===== src/rtl/requant_unit.sv =====
// -----------------------------------------------------------------------------
// requant_unit
//
// Requantizes each signed dot-product sum (sum_all) into a signed output byte
// (compress) through three pipeline stages:
//   S1  acc  = sum_all + bias                  (IN_W+1 bits, cannot overflow)
//   S2  prod = acc * scale                     (scale is unsigned, product exact)
//   S3  r    = round-half-up(prod >>> shift), optional ReLU, clamp to OUT_W
//
// All three stages advance together whenever the output register is empty or
// being drained (en = ~out_valid | out_ready). Bubbles travel with the data,
// so an accepted beat always appears at the output three enabled cycles later.
// The configuration registers may only change while the pipeline is empty.
// Because of that, every stage can read them directly without per-beat copies.
//
// Ports
//   clk, rst        single rising-edge clock, synchronous active-high reset
//   cfg_we          load cfg_bias/scale/shift/relu (only when idle, no input)
//   cfg_bias        signed bias added to sum_all
//   cfg_scale       unsigned multiplier
//   cfg_shift       arithmetic right shift 0..31 with round half toward +inf
//   cfg_relu        1: negative results become 0
//   cfg_err         one-cycle pulse after a cfg_we that was ignored
//   in_valid/ready  input handshake for sum_all
//   out_valid/ready output handshake for compress
//   busy            some stage holds a valid beat
//   sat_cnt         saturated beats delivered at the output, sticks at all-ones
// -----------------------------------------------------------------------------
module requant_unit #(
   parameter int IN_W    = 21,
   parameter int SCALE_W = 16,
   parameter int SHIFT_W = 5,
   parameter int OUT_W   = 8
) (
   input  logic                      clk,
   input  logic                      rst,
   input  logic                      cfg_we,
   input  logic signed [IN_W-1:0]    cfg_bias,
   input  logic [SCALE_W-1:0]        cfg_scale,
   input  logic [SHIFT_W-1:0]        cfg_shift,
   input  logic                      cfg_relu,
   output logic                      cfg_err,
   input  logic                      in_valid,
   output logic                      in_ready,
   input  logic signed [IN_W-1:0]    sum_all,
   output logic                      out_valid,
   input  logic                      out_ready,
   output logic signed [OUT_W-1:0]   compress,
   output logic                      busy,
   output logic [15:0]               sat_cnt
);

   // Sum of two IN_W signed values needs one extra bit.
   localparam int ACC_W  = IN_W + 1;
   // Signed acc times unsigned scale (zero-extended to SCALE_W+1 signed).
   localparam int PROD_W = ACC_W + SCALE_W + 1;
   // One guard bit so adding the rounding half can never wrap.
   localparam int RND_W  = PROD_W + 1;

   localparam logic signed [OUT_W-1:0] OUT_MAX_B = {1'b0, {(OUT_W-1){1'b1}}};
   localparam logic signed [OUT_W-1:0] OUT_MIN_B = {1'b1, {(OUT_W-1){1'b0}}};
   localparam logic signed [RND_W-1:0] OUT_MAX_R = RND_W'(OUT_MAX_B);
   localparam logic signed [RND_W-1:0] OUT_MIN_R = RND_W'(OUT_MIN_B);

   localparam logic [15:0] SAT_CNT_MAX = 16'hFFFF;

   // ---------------------------------------------------------------------------
   // State
   // ---------------------------------------------------------------------------
   // Configuration
   logic signed [IN_W-1:0]    cfg_bias_q,  cfg_bias_d;
   logic [SCALE_W-1:0]        cfg_scale_q, cfg_scale_d;
   logic [SHIFT_W-1:0]        cfg_shift_q, cfg_shift_d;
   logic                      cfg_relu_q,  cfg_relu_d;
   logic                      cfg_err_q,   cfg_err_d;

   // Pipeline control
   logic                      s1_valid_q,  s1_valid_d;
   logic                      s2_valid_q,  s2_valid_d;
   logic                      out_valid_q, out_valid_d;

   // Pipeline data
   logic signed [ACC_W-1:0]   s1_acc_q,    s1_acc_d;
   logic signed [PROD_W-1:0]  s2_prod_q,   s2_prod_d;
   logic signed [OUT_W-1:0]   compress_q,  compress_d;
   logic                      out_sat_q,   out_sat_d;

   logic [15:0]               sat_cnt_q,   sat_cnt_d;

   // ---------------------------------------------------------------------------
   // Handshake and configuration control
   // ---------------------------------------------------------------------------
   logic en;
   logic in_accept;
   logic out_accept;
   logic busy_c;
   logic cfg_load;

   always_comb begin
      en         = ~out_valid_q | out_ready;
      in_accept  = in_valid & en;
      out_accept = out_valid_q & out_ready;
      busy_c     = s1_valid_q | s2_valid_q | out_valid_q;
      // A write is taken only when nothing is in flight and no beat is being
      // presented; when idle in_ready is 1, so in_valid alone means an accept.
      cfg_load   = cfg_we & ~busy_c & ~in_valid;
   end

   // ---------------------------------------------------------------------------
   // Arithmetic
   // ---------------------------------------------------------------------------
   logic signed [ACC_W-1:0]   acc_c;
   logic signed [PROD_W-1:0]  prod_c;
   logic signed [RND_W-1:0]   rnd_in;
   logic signed [RND_W-1:0]   rnd_half;
   logic signed [RND_W-1:0]   rnd_sum;
   logic signed [RND_W-1:0]   rnd_r;
   logic signed [RND_W-1:0]   relu_r;
   logic signed [OUT_W-1:0]   res_c;
   logic                      sat_c;

   // NOTE: combinational blocks use blocking '=' so later statements see the
   // values computed above them within the same evaluation.
   always_comb begin
      // S1: signed size casts sign-extend both operands.
      acc_c  = ACC_W'(sum_all) + ACC_W'(cfg_bias_q);

      // S2: scale is unsigned, so it enters the signed multiply zero-extended.
      prod_c = PROD_W'(s1_acc_q) * PROD_W'($signed({1'b0, cfg_scale_q}));

      // S3: add half an LSB of the result before the arithmetic shift, which
      // rounds ties toward +inf; shift 0 passes the product through.
      rnd_in   = RND_W'(s2_prod_q);
      rnd_half = '0;
      rnd_sum  = rnd_in;
      rnd_r    = rnd_in;
      if (cfg_shift_q != '0) begin
         rnd_half = RND_W'(1) << (cfg_shift_q - SHIFT_W'(1));
         rnd_sum  = rnd_in + rnd_half;
         rnd_r    = rnd_sum >>> cfg_shift_q;
      end

      // ReLU zeroes negatives before the clamp, so it never counts as a saturation.
      relu_r = rnd_r;
      if (cfg_relu_q && (rnd_r < 0)) begin
         relu_r = '0;
      end

      sat_c = 1'b0;
      res_c = relu_r[OUT_W-1:0];
      if (relu_r > OUT_MAX_R) begin
         res_c = OUT_MAX_B;
         sat_c = 1'b1;
      end else if (relu_r < OUT_MIN_R) begin
         res_c = OUT_MIN_B;
         sat_c = 1'b1;
      end
   end

   // ---------------------------------------------------------------------------
   // Next state
   // ---------------------------------------------------------------------------
   // NOTE: every _d gets its hold value first, so no path through this block
   // leaves a signal unassigned and no latch can be inferred.
   always_comb begin
      cfg_bias_d  = cfg_bias_q;
      cfg_scale_d = cfg_scale_q;
      cfg_shift_d = cfg_shift_q;
      cfg_relu_d  = cfg_relu_q;
      cfg_err_d   = 1'b0;

      s1_valid_d  = s1_valid_q;
      s2_valid_d  = s2_valid_q;
      out_valid_d = out_valid_q;
      s1_acc_d    = s1_acc_q;
      s2_prod_d   = s2_prod_q;
      compress_d  = compress_q;
      out_sat_d   = out_sat_q;
      sat_cnt_d   = sat_cnt_q;

      if (cfg_load) begin
         cfg_bias_d  = cfg_bias;
         cfg_scale_d = cfg_scale;
         cfg_shift_d = cfg_shift;
         cfg_relu_d  = cfg_relu;
      end else if (cfg_we) begin
         cfg_err_d = 1'b1;
      end

      // All stages move in lockstep; an empty slot moves as a bubble.
      if (en) begin
         s1_valid_d  = in_accept;
         s1_acc_d    = acc_c;
         s2_valid_d  = s1_valid_q;
         s2_prod_d   = prod_c;
         out_valid_d = s2_valid_q;
         // Only real beats overwrite compress, so it keeps its last value
         // across bubbles instead of showing unrelated arithmetic.
         if (s2_valid_q) begin
            compress_d = res_c;
            out_sat_d  = sat_c;
         end
      end

      if (out_accept && out_sat_q && (sat_cnt_q != SAT_CNT_MAX)) begin
         sat_cnt_d = sat_cnt_q + 16'd1;
      end
   end

   // ---------------------------------------------------------------------------
   // Registers
   // ---------------------------------------------------------------------------
   // NOTE: sequential blocks use non-blocking '<=' so every flop samples the
   // pre-edge value of every other flop regardless of statement order.
   always_ff @(posedge clk) begin
      if (rst) begin
         cfg_bias_q  <= '0;
         cfg_scale_q <= SCALE_W'(1);
         cfg_shift_q <= '0;
         cfg_relu_q  <= 1'b0;
         cfg_err_q   <= 1'b0;
         s1_valid_q  <= 1'b0;
         s2_valid_q  <= 1'b0;
         out_valid_q <= 1'b0;
         compress_q  <= '0;
         sat_cnt_q   <= '0;
      end else begin
         cfg_bias_q  <= cfg_bias_d;
         cfg_scale_q <= cfg_scale_d;
         cfg_shift_q <= cfg_shift_d;
         cfg_relu_q  <= cfg_relu_d;
         cfg_err_q   <= cfg_err_d;
         s1_valid_q  <= s1_valid_d;
         s2_valid_q  <= s2_valid_d;
         out_valid_q <= out_valid_d;
         compress_q  <= compress_d;
         sat_cnt_q   <= sat_cnt_d;
      end
   end

   // NOTE: intermediate data flops carry no reset; their contents are only
   // ever observed together with a valid bit, and the valid bits are reset.
   always_ff @(posedge clk) begin
      s1_acc_q  <= s1_acc_d;
      s2_prod_q <= s2_prod_d;
      out_sat_q <= out_sat_d;
   end

   // ---------------------------------------------------------------------------
   // Outputs
   // ---------------------------------------------------------------------------
   assign in_ready  = en;
   assign out_valid = out_valid_q;
   assign compress  = compress_q;
   assign busy      = busy_c;
   assign sat_cnt   = sat_cnt_q;
   assign cfg_err   = cfg_err_q;

endmodule


===== config.mk =====
export PLATFORM = sky130hd
export DESIGN_NAME = requant_unit
export DESIGN_NICKNAME = d
export VERILOG_FILES = /design/src/rtl/requant_unit.sv
export SDC_FILE = /design/constraint.sdc
export NUM_CORES = 1
export LEC_CHECK = 0
export ABC_AREA = 1
export CAP_MARGIN = 20
export CORE_ASPECT_RATIO = 1.2
export CORE_UTILIZATION = 33
export DETAILED_ROUTE_END_ITERATION = 8
export GPL_ROUTABILITY_DRIVEN = 0
export PLACE_DENSITY = 0.52
export SETUP_SLACK_MARGIN = 0.4
export SLEW_MARGIN = 10
export SYNTH_ARGS = -nofsm -noshare
export SYNTH_HDL_FRONTEND = slang
export SYNTH_SLANG_ARGS = --single-unit

===== constraint.sdc =====
create_clock -name clk -period 7 [get_ports clk]
set_clock_uncertainty 0.15 [all_clocks]
set_input_delay 1.75 -clock clk [delete_from_list [all_inputs] [get_ports clk]]
set_output_delay 1.75 -clock clk [all_outputs]
set_load 0.005 [all_outputs]

# Word-level counts from Yosys, hierarchy flattened
# Index checks and enable logic that the tools add are counted.
[totals]
regBits = 133
inputBits = 69
elab_cells = 46
output_inout_bits = 28
[classes]
n_addsub = 4
n_reduce_logical = 6
n_eq_ne = 1
muxes = 6
magnitude_cmp = 3
shifts = 2
multipliers = 1
bitwise_logic = 10
[ops]
columns = ["op", "n"]
rows = [
  ["2-to-1 mux 40 bit", 2],
  ["adder 39 x 40 -> 40 bit", 1],
  ["greater-than comparator 40 x 8 -> 1 bit, second input constant", 1],
  ["less-than comparator 40 x 1 -> 1 bit, second input constant", 1],
  ["less-than comparator 40 x 8 -> 1 bit, second input constant", 1],
  ["<< shifter 1 x 5 -> 40 bit, first input constant", 1],
  [">>> shifter 40 x 5 -> 40 bit", 1],
  ["multiplier 22 x 17 -> 39 bit", 1],
  ["adder 21 x 21 -> 22 bit", 1],
  ["adder 16 x 1 -> 16 bit, second input constant", 1],
  ["2-to-1 mux 8 bit", 2],
  ["inequality test 16 bit, second input constant", 1],
  ["nonzero test 5 bit", 1],
  ["subtractor 5 x 1 -> 5 bit, second input constant", 1],
  ["AND 1 bit", 4],
  ["logical AND 1 bit", 3],
  ["inverter 1 bit", 3],
  ["bitwise OR 1 bit", 3],
  ["2-to-1 mux 1 bit", 2],
  ["AND reduction 2 bit", 1],
  ["OR reduction 2 bit", 1],
]

# Depth between registers and ports, before layout
[depth]
ltp_word = 11
depth_mapped = 44
ltp_nobuf = 44

# Least setup slack after synthesis
# Ideal clock, no wire load.
[synth_path]
path_type = "register to register"
from = "register s1_acc_q[5]"
to = "register s2_prod_q[37] (data pin)"
path_stages_with_launch = 27
t_arrival_ns = 6.298
path_buffers = 2
setup_ns = 0.262
required_ns = 6.588
synth_period_minus_slack_ns = 6.710
slack_ns = 0.290
cell_sequence = "edfxtp_1 -> clkbuf_1 -> clkbuf_1 -> nand2_1 -> fa_1 -> inv_1 -> fa_1 -> inv_1 -> fa_1 -> fa_1 -> inv_1 -> fa_1 -> fa_1 -> ha_1 -> a21o_1 -> a21oi_1 -> nand2_1 -> a21oi_1 -> inv_1 -> a21o_1 -> a31oi_1 -> o21ai_1 -> a21oi_1 -> o21ai_1 -> a21boi_0 -> o21ai_1 -> xor2_1"
[synth_between]
elab_chain_len = 1
[synth_lines]
columns = ["item", "line", "text"]
rows = [
  ["start: declaration", "83", "logic signed [ACC_W-1:0] s1_acc_q, s1_acc_d;"],
  ["start signal: assignment", "244", "s1_acc_q <= s1_acc_d;"],
  ["multiplier 22 x 17 -> 39 bit", "129", "prod_c = PROD_W'(s1_acc_q) * PROD_W'($signed({1'b0, cfg_scale_q}));"],
  ["via prod_c[37]", "113", "logic signed [PROD_W-1:0] prod_c;"],
  ["end signal: assignment", "245", "s2_prod_q <= s2_prod_d;"],
  ["end: declaration", "84", "logic signed [PROD_W-1:0] s2_prod_q, s2_prod_d;"],
]
# The timed path passes the listed nets, and every way through them passes these cells.
# A chain may end at the register's enable or synchronous reset.

# Final worst setup path
[layout_path]
from = "register s1_acc_q[7]"
to = "register s2_prod_q[38] (data pin)"
# The elaborated chain is that of the path after synthesis.

==> results.md <==
- By instance count, the cell type seen most on the critical path is sky130_fd_sc_hd__fa_1.
- The pin count of the biggest net entering global routing is 48.
- The transition time at the pin with the least slew margin is 883 ps.
- The largest stage delay on the critical path is 560 ps.
- The post-placement setup slack is 98.2 ps.
- The root buffer selected by CTS is sky130_fd_sc_hd__clkbuf_16.
- The share of cells above drive strength 1 is 5.97%.
- The number of max-cap violations is 0.
- The global-route wire length before repair is 128 mm.
- Buffers inserted to repair hold after CTS numbered 0.
- After clock tree synthesis, the clock-pin slew on the worst setup and hold paths is 60 ps.
- The number of port buffers is 96.
- The number of global-route vias before repair is 22300.
- The analysis attributes to cell leakage a power of 14.6 nW.
- The CTS H-tree depth is 4.
- Clock tree synthesis inserted a total of 17 buffers.
- Across all setup checks in the final design, the least slack found is 573 ps.
- The largest driver fanout on the critical path is 11.
- The die outline area is 0.0755 mm².
- The average size of a mapped cell is 6.93 µm².
- Dividing the final minimum period by the clock period gives 91.8%.
- The floorplan step set the die width to 251 µm.
- The minimum period implied by the final worst setup slack is 6430 ps.
- Global routing consumed, over all layers together, 22.3% of the routing resources.
- The final max-slew violation count came to 0.
- The clock latency at the later pin of the worst-skew pair is 470 ps.
- Setup repair after global routing could not meet its margin everywhere.
- Counting flops and latches in the post-synthesis netlist gives 133.
- Summed over all failing endpoints, the final setup total negative slack is 0 ps.
- The Yosys step of the flow raised 0 warnings.
- TritonCTS built the clock tree.
- For hold timing, the worst endpoint is s1_valid_q.
- The primary flip-flop cell chosen by synthesis mapping is sky130_fd_sc_hd__dfxtp_1.
- In this run the register-to-register setup slack is 570 ps.
- The total grt overflow is 0.
- The die extent in y is 301 µm.
- The area share of the largest cell type after synthesis is 28.6%.
- The detail-routed via count per cell is 4.82.
- The path type of the worst min-delay path is register to register.
- The worst hold path stage count is 2.
- In this run the cell area measured after placement is 0.0267 mm².
- The worst register-to-register path begins at s1_acc_q[7].
- The area growth from synthesis to layout is 13.4%.
- The design draws 10.1 mW.
- The number of detailed-routing iterations run before antenna repair is 8.
- The hold violation total from the final report is 0.
- The worst register-to-register path has a depth of 28.
- The critical hold path startpoint is s1_valid_q.
- The detailed-route wire length per cell is 17.9 µm.
- The final wirelength is 82.2 mm.
- The number of primary I/O pins is 97.
- The layout has 7978 filler cells.
- At the worst endpoint, the required time is 7050 ps.
- In this run the core area contains 109 standard-cell rows.
- The initial antenna violation count is 0.
- In the routed design, unresolved DRC markers number 0.
- The HPWL after detailed placement is 69.1 mm.
- The cell area that synthesis handed to floorplanning was 0.0245 mm².
- The post-detailed-route count of antenna-violating nets is 0.
- The worst setup path is captured at a register.
- By area the synthesized netlist is led by sky130_fd_sc_hd__fa_1, sky130_fd_sc_hd__nand2_1, sky130_fd_sc_hd__inv_1, sky130_fd_sc_hd__ha_1, sky130_fd_sc_hd__edfxtp_1.
- Counting along the longest clock path gives a buffer depth of 2.
- Synthesis produced 3542 cells.
- The peak clock frequency supported by timing is 0.156 GHz.
- The highest ir drop seen on vdd is 0.288 mV.
- For the worst setup path, the data arrival time is 6480 ps.
- The detailed router finished its first iteration with 1610 violations.
- The core box area is 0.0736 mm².
- The share of synthesized area occupied by flip-flops and latches is 13.4%.
- At the end of the flow, the number of nets in the layout was 4193.
- The startpoint class of the critical path is a register.
- The final route contains 22100 vias.
- The worst setup path is of the register to register kind.
- The worst slew margin relative to its limit is 40.9%.
- The initial utilization of the core area, before any placement, comes to 33.3%.
- In the layout the commonest cells are sky130_fd_sc_hd__nand2_1, sky130_fd_sc_hd__inv_1, sky130_fd_sc_hd__nand3_1.
- The most frequent standard cell in the layout excluding fill and tap cells is sky130_fd_sc_hd__nand2_1.
- The setup violation total in the final timing report is 0.
- The run finished with clean final reports.
- Power spread over the standard cell area amounts to 364 mW/mm².
- The cell type of the slowest stage on the worst timing path is sky130_fd_sc_hd__fa_1.
- For this design, the sink count on the clock tree is 133.
- The proportion of register bits with asynchronous set or reset after synthesis is 0%.
- The library cell occupying the most area in the post-synthesis netlist is sky130_fd_sc_hd__fa_1.
- The number of different library cells used by synthesis comes to 43.
- The number of flops mapped to enable cells by yosys is 62.
- Synthesis produced a netlist with a net count of 4113.
- The terminus of the critical flop-to-flop path is s2_prod_q[38].
- The finished cells cover 0.0278 mm².
## worst max-delay path, delay by kind of cell, from the launching register on
family / cells / cell delay, ps
flops: 1 / 440
xor+xnor: 1 / 80
compound gates: 5 / 810
buf+inv: 7 / 720
fa+ha+maj: 7 / 3290
simple gates: 8 / 660
## cells in the mapped netlist (3+ instances only)
cell / instances
sky130_fd_sc_hd__a211oi_1: 3
sky130_fd_sc_hd__a21o_1: 4
sky130_fd_sc_hd__a21oi_1: 123
sky130_fd_sc_hd__a31oi_1: 8
sky130_fd_sc_hd__buf_1: 16
sky130_fd_sc_hd__buf_2: 11
sky130_fd_sc_hd__clkbuf_1: 119
sky130_fd_sc_hd__dfxtp_1: 71
sky130_fd_sc_hd__edfxtp_1: 62
sky130_fd_sc_hd__fa_1: 351
sky130_fd_sc_hd__ha_1: 151
sky130_fd_sc_hd__inv_1: 785
sky130_fd_sc_hd__inv_2: 5
sky130_fd_sc_hd__nand2_1: 919
sky130_fd_sc_hd__nand2_2: 6
sky130_fd_sc_hd__nand3_1: 355
sky130_fd_sc_hd__nand3_2: 3
sky130_fd_sc_hd__nand4_1: 23
sky130_fd_sc_hd__nor2_1: 289
sky130_fd_sc_hd__nor2_2: 8
sky130_fd_sc_hd__nor3_1: 19
sky130_fd_sc_hd__o2111ai_1: 8
sky130_fd_sc_hd__o211ai_1: 4
sky130_fd_sc_hd__o21ai_0: 95
sky130_fd_sc_hd__o21ai_1: 9
sky130_fd_sc_hd__o21ai_2: 4
sky130_fd_sc_hd__o21bai_1: 3
sky130_fd_sc_hd__xnor2_1: 31
sky130_fd_sc_hd__xor2_1: 38
## layer usage
| layer | vias up | global-route usage [%] | part of all wire, % |
|---|---|---|---|
| li1 | 10900 | - | - |
| met1 | 10500 | 28.0 | 43 |
| met2 | 588 | 37.8 | 47 |
| met3 | 138 | 2.64 | 4.3 |
| met4 | 0 | 11.6 | 5.6 |
| met5 | - | 0 | 0 |
## sequential cells by signal (all words and copies together), names as in the netlist
name	cells
cfg_bias_q	21
s1_acc_q	22
compress	8
cfg_scale_q	16
cfg_err	1
s2_prod_q	39
out_sat_q	1
cfg_relu_q	1
cfg_shift_q	5
out_valid	1
sat_cnt	16
s2_valid_q	1
s1_valid_q	1
## what timing repair did
| action | CTS | global route |
|---|---|---|
| resized for setup | 24 | 39 |
| endpoints found under the hold margin | 0 | 0 |
| buffers inserted | 11 | 21 |
| endpoints found under the setup margin | 8 | 17 |
| pin swaps | 1 | 22 |
## logic make-up after synthesis
kind of cell    Yosys count  synth area share, %
xor+xnor                 69                 2.46
fa+ha+maj               502                 36.3
flops                   133                 13.4
buf+inv                 940                 14.5
compound gates          268                 5.92
simple gates           1630                 27.4
## per-stage QoR
step	util, %	hold slack [ps]	instances
after floorplan	-	291	3542
after global placement	36.3	316	4514
after detailed placement	36.3	323	4514
after CTS	37.3	333	4557
after global routing	37.8	357	4578
final	37.8	327	4579
## worst max-delay path by stage
stage / cells past startpoint / to / start / slack (ps)
global route: 28 / s2_prod_q[38] / s1_acc_q[7] / 230
floorplan: 29 / s2_prod_q[38] / s1_acc_q[11] / 410
CTS: 27 / s2_prod_q[38] / s1_acc_q[6] / 380
detailed placement: 26 / s2_prod_q[38] / cfg_scale_q[11] / 100
global placement: 26 / s2_prod_q[38] / cfg_scale_q[11] / 110
finish: 28 / s2_prod_q[38] / s1_acc_q[7] / 570
## where the power goes
part / leakage, nW / total, mW / switching, mW / internal (mW)
clock: 0.291 / 0.911 / 0.393 / 0.518
combinational: 13.1 / 7.61 / 4.56 / 3.05
sequential: 1.24 / 1.60 / 0.322 / 1.28
total: 14.6 / 10.1 / 5.28 / 4.85
## cell type report
class / instances / area, µm² / share of cell area [%]
Antenna cell: 1 / 2.50 / 0.00899
Timing Repair Buffer: 208 / 1890 / 6.80
Sequential cell: 133 / 3300 / 11.9
Inverter: 793 / 2980 / 10.7
Tap cell: 943 / 1180 / 4.24
Multi-Input combinational cell: 2469 / 17900 / 64.3
Clock inverter: 14 / 138 / 0.494
Clock buffer: 18 / 450 / 1.62
Note: power is estimated with default switching activity, not from simulation.
